--- config.mk ---
export PLATFORM = sky130hd
export DESIGN_NAME = bcd_seg_scan_flat
export DESIGN_NICKNAME = d
export VERILOG_FILES = /design/src/rtl/bcd_seg_scan_if.sv /design/src/rtl/bcd_seg_scan.sv /design/src/flat_wrapper.sv
export SDC_FILE = /design/constraint.sdc
export NUM_CORES = 1
export LEC_CHECK = 0
export ABC_AREA = 1
export CAP_MARGIN = 15
export CELL_PAD_IN_SITES_DETAIL_PLACEMENT = 2
export CELL_PAD_IN_SITES_GLOBAL_PLACEMENT = 2
export CORE_AREA = 2 2 87 81
export CTS_CLUSTER_DIAMETER = 80
export DETAILED_ROUTE_END_ITERATION = 8
export DIE_AREA = 0 0 89 83
export PLACE_DENSITY = 0.95
export SLEW_MARGIN = 25
export SYNTH_ARGS = -nofsm -noshare
export SYNTH_HDL_FRONTEND = slang
export SYNTH_SLANG_ARGS = --single-unit
--- constraint.sdc ---
create_clock -name CK -period 3.2 [get_ports CK]
set_input_delay 0.32 -clock CK [delete_from_list [all_inputs] [get_ports CK]]
set_output_delay 0.32 -clock CK [all_outputs]
set_load 0.05 [all_outputs]
--- src/rtl/bcd_seg_scan_if.sv ---
// Digit bus between the ripple-counter consumer and its environment.
// master drives the raw units code; slave returns the filtered count and display drive.
interface bcd_seg_scan_if;
   logic [3:0] Din;
   logic [3:0] Units;
   logic [3:0] Tens;
   logic       Ovf;
   logic       Err;
   logic [6:0] Seg;
   logic [1:0] Dig;

   modport master (output Din, input Units, Tens, Ovf, Err, Seg, Dig);
   modport slave  (input Din, output Units, Tens, Ovf, Err, Seg, Dig);
endinterface

--- src/rtl/bcd_seg_scan.sv ---
// Resync + stability-filter a ripple BCD digit, extend to two decades, scan a 2-digit 7-seg display.
// Latency: a clean Din change reaches Units STABLE+2 CK edges later; no backpressure, Din is sampled every cycle.
module bcd_seg_scan #(
   parameter int STABLE   = 2,
   parameter int SCAN_DIV = 4
) (
   input logic           CK,
   input logic           Clear,
   bcd_seg_scan_if.slave bus
);

   logic [3:0] s1, s2, p, st, st_nxt;
   logic [3:0] units_q, tens_q, units_nxt, tens_nxt;
   logic       ovf_q, err_q, ovf_nxt, err_nxt;
   logic [7:0] presc, presc_nxt;
   logic [1:0] dig_q, dig_nxt;
   logic [6:0] seg_q, seg_nxt;
   logic       reach, accept, wrap;

   function automatic logic [6:0] decode(input logic [3:0] d);
      case (d)
         4'd0:    decode = 7'b0111111;
         4'd1:    decode = 7'b0000110;
         4'd2:    decode = 7'b1011011;
         4'd3:    decode = 7'b1001111;
         4'd4:    decode = 7'b1100110;
         4'd5:    decode = 7'b1101101;
         4'd6:    decode = 7'b1111101;
         4'd7:    decode = 7'b0000111;
         4'd8:    decode = 7'b1111111;
         4'd9:    decode = 7'b1101111;
         default: decode = 7'b1000000;
      endcase
   endfunction

   always_comb begin
      st_nxt    = st;
      units_nxt = units_q;
      tens_nxt  = tens_q;
      ovf_nxt   = ovf_q;
      err_nxt   = err_q;

      if (s2 != p)
         st_nxt = 4'd1;
      else if (st != 4'(STABLE))
         st_nxt = st + 4'd1;

      // With STABLE==1 the first differing sample is already enough.
      reach  = (s2 != p) ? (STABLE == 1) : (st == 4'(STABLE - 1));
      accept = reach && (s2 != units_q);

      if (accept) begin
         if (s2 > 4'd9) begin
            err_nxt = 1'b1;
         end else begin
            units_nxt = s2;
            if (units_q == 4'd9 && s2 == 4'd0) begin
               if (tens_q == 4'd9) begin
                  tens_nxt = 4'd0;
                  ovf_nxt  = 1'b1;
               end else begin
                  tens_nxt = tens_q + 4'd1;
               end
            end
         end
      end

      wrap      = (presc == 8'(SCAN_DIV - 1));
      presc_nxt = wrap ? 8'd0 : presc + 8'd1;
      dig_nxt   = wrap ? {dig_q[0], dig_q[1]} : dig_q;
      // Seg follows the post-edge selection and post-edge digit values.
      seg_nxt   = decode(dig_nxt[0] ? units_nxt : tens_nxt);
   end

   always_ff @(posedge CK or posedge Clear) begin
      if (Clear) begin
         s1      <= 4'd0;
         s2      <= 4'd0;
         p       <= 4'd0;
         st      <= 4'd0;
         units_q <= 4'd0;
         tens_q  <= 4'd0;
         ovf_q   <= 1'b0;
         err_q   <= 1'b0;
         presc   <= 8'd0;
         dig_q   <= 2'b01;
         seg_q   <= 7'b0111111;
      end else begin
         s1      <= bus.Din;
         s2      <= s1;
         p       <= s2;
         st      <= st_nxt;
         units_q <= units_nxt;
         tens_q  <= tens_nxt;
         ovf_q   <= ovf_nxt;
         err_q   <= err_nxt;
         presc   <= presc_nxt;
         dig_q   <= dig_nxt;
         seg_q   <= seg_nxt;
      end
   end

   assign bus.Units = units_q;
   assign bus.Tens  = tens_q;
   assign bus.Ovf   = ovf_q;
   assign bus.Err   = err_q;
   assign bus.Seg   = seg_q;
   assign bus.Dig   = dig_q;

endmodule

--- src/flat_wrapper.sv ---
// flat-port wrapper written by rule: the top's interface ports become plain ports
module bcd_seg_scan_flat 
#(
   parameter int STABLE   = 2,
   parameter int SCAN_DIV = 4
)
  (CK, Clear, bus_Din, bus_Units, bus_Tens, bus_Ovf, bus_Err, bus_Seg, bus_Dig);
  bcd_seg_scan_if bus_i ();
  input logic CK;
  input logic Clear;
  input wire logic [$bits(bus_i.Din)-1:0] bus_Din;
  output wire logic [$bits(bus_i.Units)-1:0] bus_Units;
  output wire logic [$bits(bus_i.Tens)-1:0] bus_Tens;
  output wire logic [$bits(bus_i.Ovf)-1:0] bus_Ovf;
  output wire logic [$bits(bus_i.Err)-1:0] bus_Err;
  output wire logic [$bits(bus_i.Seg)-1:0] bus_Seg;
  output wire logic [$bits(bus_i.Dig)-1:0] bus_Dig;
  assign bus_i.Din = bus_Din;
  assign bus_Units = bus_i.Units;
  assign bus_Tens = bus_i.Tens;
  assign bus_Ovf = bus_i.Ovf;
  assign bus_Err = bus_i.Err;
  assign bus_Seg = bus_i.Seg;
  assign bus_Dig = bus_i.Dig;
  bcd_seg_scan #(.STABLE(STABLE), .SCAN_DIV(SCAN_DIV)) u_core (.CK(CK), .Clear(Clear), .bus(bus_i));
endmodule
Yosys cells after proc, flatten, opt, wreduce, memory -nomap -nowiden
Memories as Yosys holds them, arrays and structs flattened. A register that Yosys moved wholly into a read port is not among the register bits.
Index checks and enable logic that the tools add are counted.

storage, ports and cells
  bits in registers = 36
  bits in latches = 0
  bits in writable memories = 0
  memory bits (read-only) = 112
  bits of input ports = 6
  output and inout bits = 19
  word-level logic and storage cells = 42
  memories = 1

memory list
  name              depth  width  read ports  clocked after memory_dff  wr ports  RTL line            text
  (name not given)  16     7      1           1                         0         bcd_seg_scan.sv:21  case (d)

operators by class
  add/sub/neg operators = 3
  multipliers = 0
  div/mod/pow operators = 0
  $lt $le $gt $ge = 1
  equal/unequal tests = 7
  shifts and indexed selects = 0
  multiplexer cells = 12
  bitwise gates (word level) = 1
  reduce and logical (&&, ||, !) cells = 6

operator list
  operator                                                                number
  4-bit two-way mux                                                       9
  4-bit by 1-bit adder with 4-bit output (second input constant)          2
  8-bit by 1-bit adder with 8-bit output (second input constant)          1
  4-bit equality test (second input constant)                             2
  8-bit by 2-bit equality test with 1-bit output (second input constant)  1
  8-bit two-way mux                                                       1
  4-bit != test                                                           2
  4-bit by 1-bit equality test with 1-bit output (second input constant)  1
  4-bit greater-than comparator (second input constant)                   1
  4-bit zero test                                                         1
  4-bit by 2-bit != test with 1-bit output (second input constant)        1
  4-bit AND reduction                                                     1
  1-bit logical AND                                                       2
  1-bit two-way mux                                                       2
  2-bit AND reduction                                                     1
  2-bit nonzero test                                                      1
  1-bit NOT                                                               1

Longest topological paths before layout
Gate-level depths: netlist of run 1.

  depth after elaboration = 6
  mapped depth = 19
  depth with buffers taken out = 19

Worst setup path after synthesis of run 1
OpenSTA, ideal clock, no wires.

  path kind = register to register
  start point = register u_core.units_q[1] (netlist: u_core.bus.Units[1])
  end point = register u_core.seg_q[3] (netlist: u_core.bus.Seg[3])
  setup time = 0.076 ns
  arrival = 2.119 ns
  required time = 3.124 ns
  path slack = 1.005 ns
  cell stages (with the launch flop) = 17
  path buffers = 0
  period minus slack after synthesis = 2.195 ns
  path through = dfrtp_1 -> inv_1 -> nand2_1 -> nand2_1 -> nor2_1 -> nand2_2 -> nand3_4 -> nor2_1 -> o21ai_1 -> nand2_1 -> nand2_2 -> inv_2 -> ha_1 -> nand3_1 -> nand2_1 -> nand2_1 -> nand2_1

between the ends
  elaborated cells between the ends (all ways) = 10
  those cells by class = eq/ne: 2; mux: 6; reduce/logical: 2

RTL lines
  what                           RTL line            text
  start, declared                bcd_seg_scan.sv:13  logic [3:0] units_q, tens_q, units_nxt, tens_nxt;
  start signal, assigned         bcd_seg_scan.sv:93  units_q <= units_nxt;
  4-bit != test                  bcd_seg_scan.sv:50  accept = reach && (s2 != units_q);
  1-bit logical AND              bcd_seg_scan.sv:50
  4-bit two-way mux              bcd_seg_scan.sv:52  if (accept) begin
  named net u_core.units_nxt[0]  bcd_seg_scan.sv:13
  4-bit two-way mux              bcd_seg_scan.sv:72  seg_nxt = decode(dig_nxt[0] ? units_nxt : tens_nxt);
  end, declared                  bcd_seg_scan.sv:17  logic [6:0] seg_q, seg_nxt;

The timed path passes the listed nets, and every way through them passes these cells.
A chain may end at the register's enable or synchronous reset.

Worst setup path after layout of run 1
  start point = register u_core.s2[1]
  end point = register u_core.seg_q[3] (netlist: u_core.bus.Seg[3])

between the ends
  elaborated cells between the ends (all ways) = 13
  those cells by class = order compare: 1; eq/ne: 2; mux: 7; reduce/logical: 3

RTL lines
  what                                                                                   RTL line            text
  start, declared                                                                        bcd_seg_scan.sv:12  logic [3:0] s1, s2, p, st, st_nxt;
  start signal, assigned                                                                 bcd_seg_scan.sv:78  s2 <= 4'd0;
  start signal, assigned                                                                 bcd_seg_scan.sv:90  s2 <= s1;
  parallel branches: the longest is 3 deep, another holds 4-bit greater-than comparator  -
  4-bit two-way mux *                                                                    bcd_seg_scan.sv:52
  named net u_core.units_nxt[0]                                                          bcd_seg_scan.sv:13
  4-bit two-way mux *                                                                    bcd_seg_scan.sv:72

Mark *: on every way through the listed nets, which the timed path passes.

==> results.json, run 1 <==
{
  "yosys.area.top_type": "dfrtp_1",
  "drc_errors": 0,
  "p_switching_uw": 451,
  "yosysWarnings": 0,
  "synth_commonest_cells": "nand2_1, dfrtp_1, inv_1",
  "die-area_mm2": 0.00739,
  "yosys_most_used_dff": "dfrtp_1",
  "dieHeight_um": 83,
  "max_slew.worst_pin.slew_ns": 0.559,
  "grt_pass1_vias": 2176,
  "timing.setup.tns_ns": 0,
  "leakagePower_nw": 1.39,
  "h-tree-depth": 2,
  "clockRootBuffer": "clkbuf_8",
  "cts.path.max_buffers": 2,
  "nNetsFinal": 326,
  "num_vias": 1892,
  "p_int_uw": 975,
  "worst_clock_skew_ns": 0.00766,
  "synth_most_common_cell": "nand2_1",
  "vdd_drop_max_mv": 0.194,
  "initial_core_util_pct": 35.4,
  "dp_hpwl_mm": 4.90,
  "cts_resized": 0,
  "wl_per_cell_um": 16.5,
  "use_met3_pct": 3.28,
  "crit_fanout": 9,
  "pwr_density_cell_mw_per_mm2": 514,
  "use_met1_pct": 24.9,
  "reg2reg_from": "u_core.s2[1]",
  "synth_edf_count": 0,
  "drt_first_pass_iters": 4,
  "r2r_end": "u_core.bus.Seg[3]",
  "crit_type": "register to register",
  "area_growth_pct": 21.6,
  "cts_tree": "yes",
  "grt_pass1_wl_mm": 11.3,
  "path_clk_slew_ns": 0.09,
  "rsz0062_at_grt": "no",
  "p_sw_share_pct": 31.6,
  "fin_crit_sh_pct": 76.2,
  "hold_end": "u_core.s2[3]",
  "finalSetupViolCount": 0,
  "crit_required_ns": 3.45,
  "combPwrFrac_pct": 20.2,
  "syn_area_mm2": 0.00228,
  "timing_hold_violations_final": 0,
  "drv_slew": 0,
  "antenna_found_initial": 0,
  "holdPathStages": 0,
  "numPortBuffers": 24,
  "cts_setup_buffers": 0,
  "std_cell_rows": 28,
  "crit_path_end_kind": "register",
  "ys_async_sr_fraction_pct": 100,
  "grtUsageMet2_pct": 35.2,
  "r2r_setup_slack_ns": 0.76,
  "worstRegToRegCells": 17,
  "fp.dieW_um": 89,
  "drive_gt1_share_pct": 15.8,
  "maxSlewHeadroom_pct": 62.7,
  "synth_area_leaders": "dfrtp_1, nand2_1, dfstp_2",
  "power_frac_seq_pct": 43.7,
  "wirelength_mm": 6.62,
  "synth_area_per_cell_um2": 8.21,
  "status": "finished, final reports clean",
  "clock_sinks": 43,
  "clk_latency_ns": 0.30,
  "fmax_mhz": 410,
  "grt_max_degree": 44,
  "diodes": 0,
  "numCtsBuffers": 5,
  "first_iter_violations": 100,
  "synth.net_count": 294,
  "busiest_layer": "met2",
  "grt_overflow": 0,
  "period_minus_slack_ns": 2.44,
  "hold_path.startpoint": "u_core.s1[3]",
  "synth_cell_types": 30,
  "gp_congestion": 0.779,
  "hp-class": "register to register",
  "finish.utilization_pct": 43.1,
  "maxCapViolations": 0,
  "synth_cells": 278,
  "vias_per_cell": 4.72,
  "yosysSeqAreaShare_pct": 47.5,
  "power_frac_clock_pct": 36.1,
  "ios": 25,
  "cts_hold_buffers": 0,
  "detail-route-antenna-nets": 0,
  "synth_seq_cells": 43,
  "grt_use_total_pct": 20.0,
  "start_kind": "register",
  "core_area_mm2": 0.00645,
  "synth_top_area_share_pct": 39.5,
  "cp_data_arrival_time_ns": 2.69
}
[cells in the final DEF, fill, tap and decap left out, types with 4 or more instances in the layout]
| master | count |
|---|---|
| ha_1 | 10 |
| clkbuf_8 | 5 |
| nand2_1 | 101 |
| nand3_1 | 11 |
| nand2_2 | 9 |
| nor3_1 | 4 |
| dfstp_2 | 7 |
| dfrtp_1 | 36 |
| inv_2 | 9 |
| clkdlybuf4s50_1 | 24 |
| o21ai_0 | 9 |
| inv_1 | 33 |
| nor2_1 | 19 |
[state kept, by name, indices dropped and copies added (netlist names)]
name              cells
u_core.presc          8
u_core.bus.Seg        7
u_core.bus.Tens       4
u_core.bus.Units      4
u_core.p              4
u_core.s1             4
u_core.s2             4
u_core.st             4
u_core.bus.Dig        2
u_core.bus.Err        1
u_core.bus.Ovf        1
[cell type report]
cell class              count  area (µm²)
well taps                  90         113
fillers                   746        3670
clock buffers               6        72.6
clock inverters             2        60.1
inverters                  43         161
flip-flops and latches     43        1080
repair buffers             25         248
multi-input cells         192        1040
[critical path: stages (launching register included)]
cell and delay (ns):
dfrtp_1 0.47, inv_2 0.12, nand2_1 0.06, nand2_1 0.09, nand2_1 0.11, nor2_4 0.17
nand3_4 0.17, nor2_1 0.17, nand2_1 0.07, o21ai_1 0.11, nand2_1 0.09, nand2_2 0.11
inv_2 0.06, ha_1 0.29, nand3_1 0.09, nand2_1 0.09, nand2_1 0.05, nand2_1 0.05
[worst max-delay path by stage]
stage                             start                end  slack, ns  depth (start not counted)
finish                     u_core.s2[1]  u_core.bus.Seg[3]       0.76                         17
global route               u_core.s2[1]  u_core.bus.Seg[3]       0.50                         17
CTS                        u_core.s2[1]  u_core.bus.Seg[3]       0.72                         17
detailed placement         u_core.s2[3]  u_core.bus.Seg[3]       0.81                         18
global placement           u_core.s2[1]  u_core.bus.Seg[3]       0.98                         17
floorplan           u_core.bus.Units[1]  u_core.bus.Seg[3]       1.00                         16
[metrics by stage]
step	std cells	hold slack (ns)	total power [mW]	worst slack, ns	cell area [µm²]
2_1_floorplan	278	0.331	0.812	1.00	2280
3_3_place_gp	393	0.333	0.905	0.976	2640
3_5_place_dp	393	0.341	0.920	0.814	2640
4_1_cts	401	0.355	1.44	0.723	2780
5_1_grt	401	0.361	1.49	0.499	2780
6_report	401	0.350	1.43	0.762	2780
[logic make-up (layout without fill, tap and decap cells)]
group	count (synthesis)	in the layout	synth area share (%)
fa+ha+maj	10	10	5.48
xor+xnor	6	6	2.63
simple gates	157	157	31.4
compound gates	19	19	5.87
buf+inv	43	76	7.07
flops	43	43	47.5
[power by group through the flow]
stage               combinational (mW)  clock, mW  sequential, mW
floorplan                        0.115          0           0.697
global placement                 0.274          0           0.632
detailed placement               0.287          0           0.633
CTS                              0.292      0.529           0.624
global route                     0.314      0.542           0.629
finish                           0.288      0.515           0.624
[layer usage]
| metal | vias up | wire length, µm |
|---|---|---|
| li1 | 910 | - |
| met1 | 951 | 2850 |
| met2 | 22 | 3570 |
| met3 | 9 | 96 |
| met4 | 0 | 95 |
| met5 | - | 0 |
Note: power is estimated with default switching activity, not from simulation.
==> inputs of run 2 (changes only) <==
CORE_AREA = 2 2 95 88   (was 2 2 87 81)
DIE_AREA = 0 0 97 90   (was 0 0 89 83)
PLACE_DENSITY = 0.86   (was 0.95)
clock period = 2.1 ns   (was 3.2 ns; I/O delays follow)
==> results.json, run 2 (synthesis results as in run 1) <==
{
  "dieHeight_um": 90,
  "power_frac_seq_pct": 43.0,
  "layout_common_cells": "nand2_1, buf_4, dfrtp_1, inv_1, clkdlybuf4s50_1",
  "violations": "negative setup slack",
  "crit_required_ns": 2.36,
  "die-area_mm2": 0.00873,
  "antenna_found_initial": 0,
  "max_slew.worst_pin.slew_ns": 0.569,
  "grt_overflow": 0,
  "cts_tree": "yes",
  "clock_sinks": 43,
  "gp_congestion": 0.791,
  "drt_first_pass_iters": 4,
  "clockRootBuffer": "clkbuf_8",
  "path_buf_inv": 2,
  "worst_clock_skew_ns": 0.00991,
  "fin_ws_ns": -0.220,
  "finish.utilization_pct": 41.7,
  "ios": 25,
  "largest_register_ffs": 8,
  "crit_type": "register to register",
  "regMostFlops": "u_core.presc",
  "drv_slew": 0,
  "vdd_drop_max_mv": 0.306,
  "crit_path_end_kind": "register",
  "slowest_delay_ns": 0.48,
  "drc_errors": 0,
  "initial_core_util_pct": 29.3,
  "path_clk_slew_ns": 0.10,
  "start_kind": "register",
  "detail-route-antenna-nets": 0,
  "h-tree-depth": 2,
  "cts.path.max_buffers": 2,
  "crit_chain": "inv_4, nand2_1, nand2_2, nor2_2, nand2_2, nand2_1, nor2_2, nand2_1, nand2_2, nand2_1, nand2_2, buf_4, ha_2, nand2_1, nand2_1, nand2_1",
  "drive_gt1_share_pct": 38.4,
  "pwr_density_cell_mw_per_mm2": 687,
  "maxSlewHeadroom_pct": 62.1,
  "grt_use_total_pct": 20.0,
  "maxCapViolations": 0,
  "diodes": 0,
  "status": "complete, but fails checks",
  "first_iter_violations": 62,
  "power.total_mw": 2.23,
  "vias_per_cell": 4.73,
  "critPathSlowestCell": "dfrtp_2",
  "area_growth_pct": 42.4,
  "power_frac_clock_pct": 31.5,
  "num_vias": 2121,
  "combPwrFrac_pct": 25.5,
  "cp_top_family": "simple AND/OR/NAND/NOR gates",
  "clk_latency_ns": 0.33,
  "fin_crit_sh_pct": 110,
  "p_sw_share_pct": 35.7,
  "wl_per_cell_um": 19.6,
  "leakagePower_nw": 1.59,
  "final_common_cell": "nand2_1",
  "hp-class": "input pin to register",
  "dp_hpwl_mm": 5.04,
  "std_cell_rows": 31,
  "grt_pass1_vias": 2423,
  "p_int_mw": 1.43,
  "cpMostUsedCell": "nand2_1",
  "finalSetupViolCount": 7,
  "grt_max_degree": 44,
  "fp.dieW_um": 97,
  "nNetsFinal": 364,
  "timing_hold_violations_final": 0,
  "numPortBuffers": 24,
  "period_minus_slack_ns": 2.32,
  "crit_fanout": 7,
  "fmax_mhz": 431,
  "core_area_mm2": 0.00780,
  "rsz0062_at_grt": "yes",
  "numCtsBuffers": 5,
  "p_switching_uw": 796,
  "grt_pass1_wl_mm": 13.4,
  "cp_data_arrival_time_ns": 2.58,
  "wirelength_mm": 8.79
}
[run 2: worst paths after layout]
path / startpoint / end / slack (ns) / cells past startpoint
worst max register to register: u_core.s2[1] / u_core.bus.Seg[2] / -0.22 / 16
worst max-delay path: u_core.s2[1] / u_core.bus.Seg[2] / -0.22 / 16
worst min register to register: u_core.s1[2] / u_core.s2[2] / 0.37 / 0
max in group asynchronous: Clear / u_core.bus.Tens[0] / 1.33 / 3
min in group asynchronous: Clear / u_core.bus.Tens[2] / 0.33 / 3
worst min-delay path: bus_Din[1] / u_core.s1[1] / 0.32 / 1
[run 2: repair_timing]
item | in CTS | in global routing
setup endpoints to repair | 7 | 7
hold endpoints to repair | 0 | 0
resized for setup | 23 | 31
hold buffers | 0 | 0
buffers inserted | 7 | 8
pin swaps | 11 | 16
cloned | 0 | 0
[run 2: power groups by stage]
stage / logic [mW] / clock network, mW / registers (mW)
floorplan: 0.174 / 0 / 1.07
global placement: 0.447 / 0 / 0.967
detailed placement: 0.464 / 0 / 0.966
CTS: 0.491 / 0.707 / 0.951
global route: 0.606 / 0.734 / 0.965
finish: 0.569 / 0.703 / 0.959
[run 2: layout make-up]
cell class / instances / area (µm²)
well taps: 99 / 124
multi-input cells: 192 / 1210
fillers: 869 / 4550
clock inverters: 3 / 43.8
repair buffers: 63 / 537
inverters: 43 / 166
clock buffers: 5 / 68.8
flip-flops and latches: 43 / 1100
[run 2: per-layer routing]
layer	vias to the layer above	routed length, µm	track usage [%]
li1	985	-	-
met1	1083	3530	21.9
met2	33	4710	37.1
met3	20	210	4.20
met4	0	332	8.57
met5	-	0	0
[run 2: through the flow]
stage               cells  setup WS, ns  hold slack, ns  setup TNS [ns]  area (µm²)
floorplan             278        0.0609           0.241               0        2290
global placement      425       -0.0391           0.332         -0.0520        2830
detailed placement    425        -0.214           0.340          -0.872        2830
CTS                   440       -0.0655           0.326          -0.246        3090
global route          448        -0.323           0.321           -1.79        3250
finish                448        -0.220           0.318           -1.01        3250
[run 2: worst reg2reg max path, stage by stage (launching register included)]
cell and delay [ns]:
dfrtp_2 0.48, inv_4 0.09, nand2_1 0.07, nand2_2 0.10, nor2_2 0.05, nand2_2 0.12
nand2_1 0.09, nor2_2 0.21, nand2_1 0.14, nand2_2 0.16, nand2_1 0.11, nand2_2 0.12
buf_4 0.15, ha_2 0.17, nand2_1 0.07, nand2_1 0.07, nand2_1 0.06
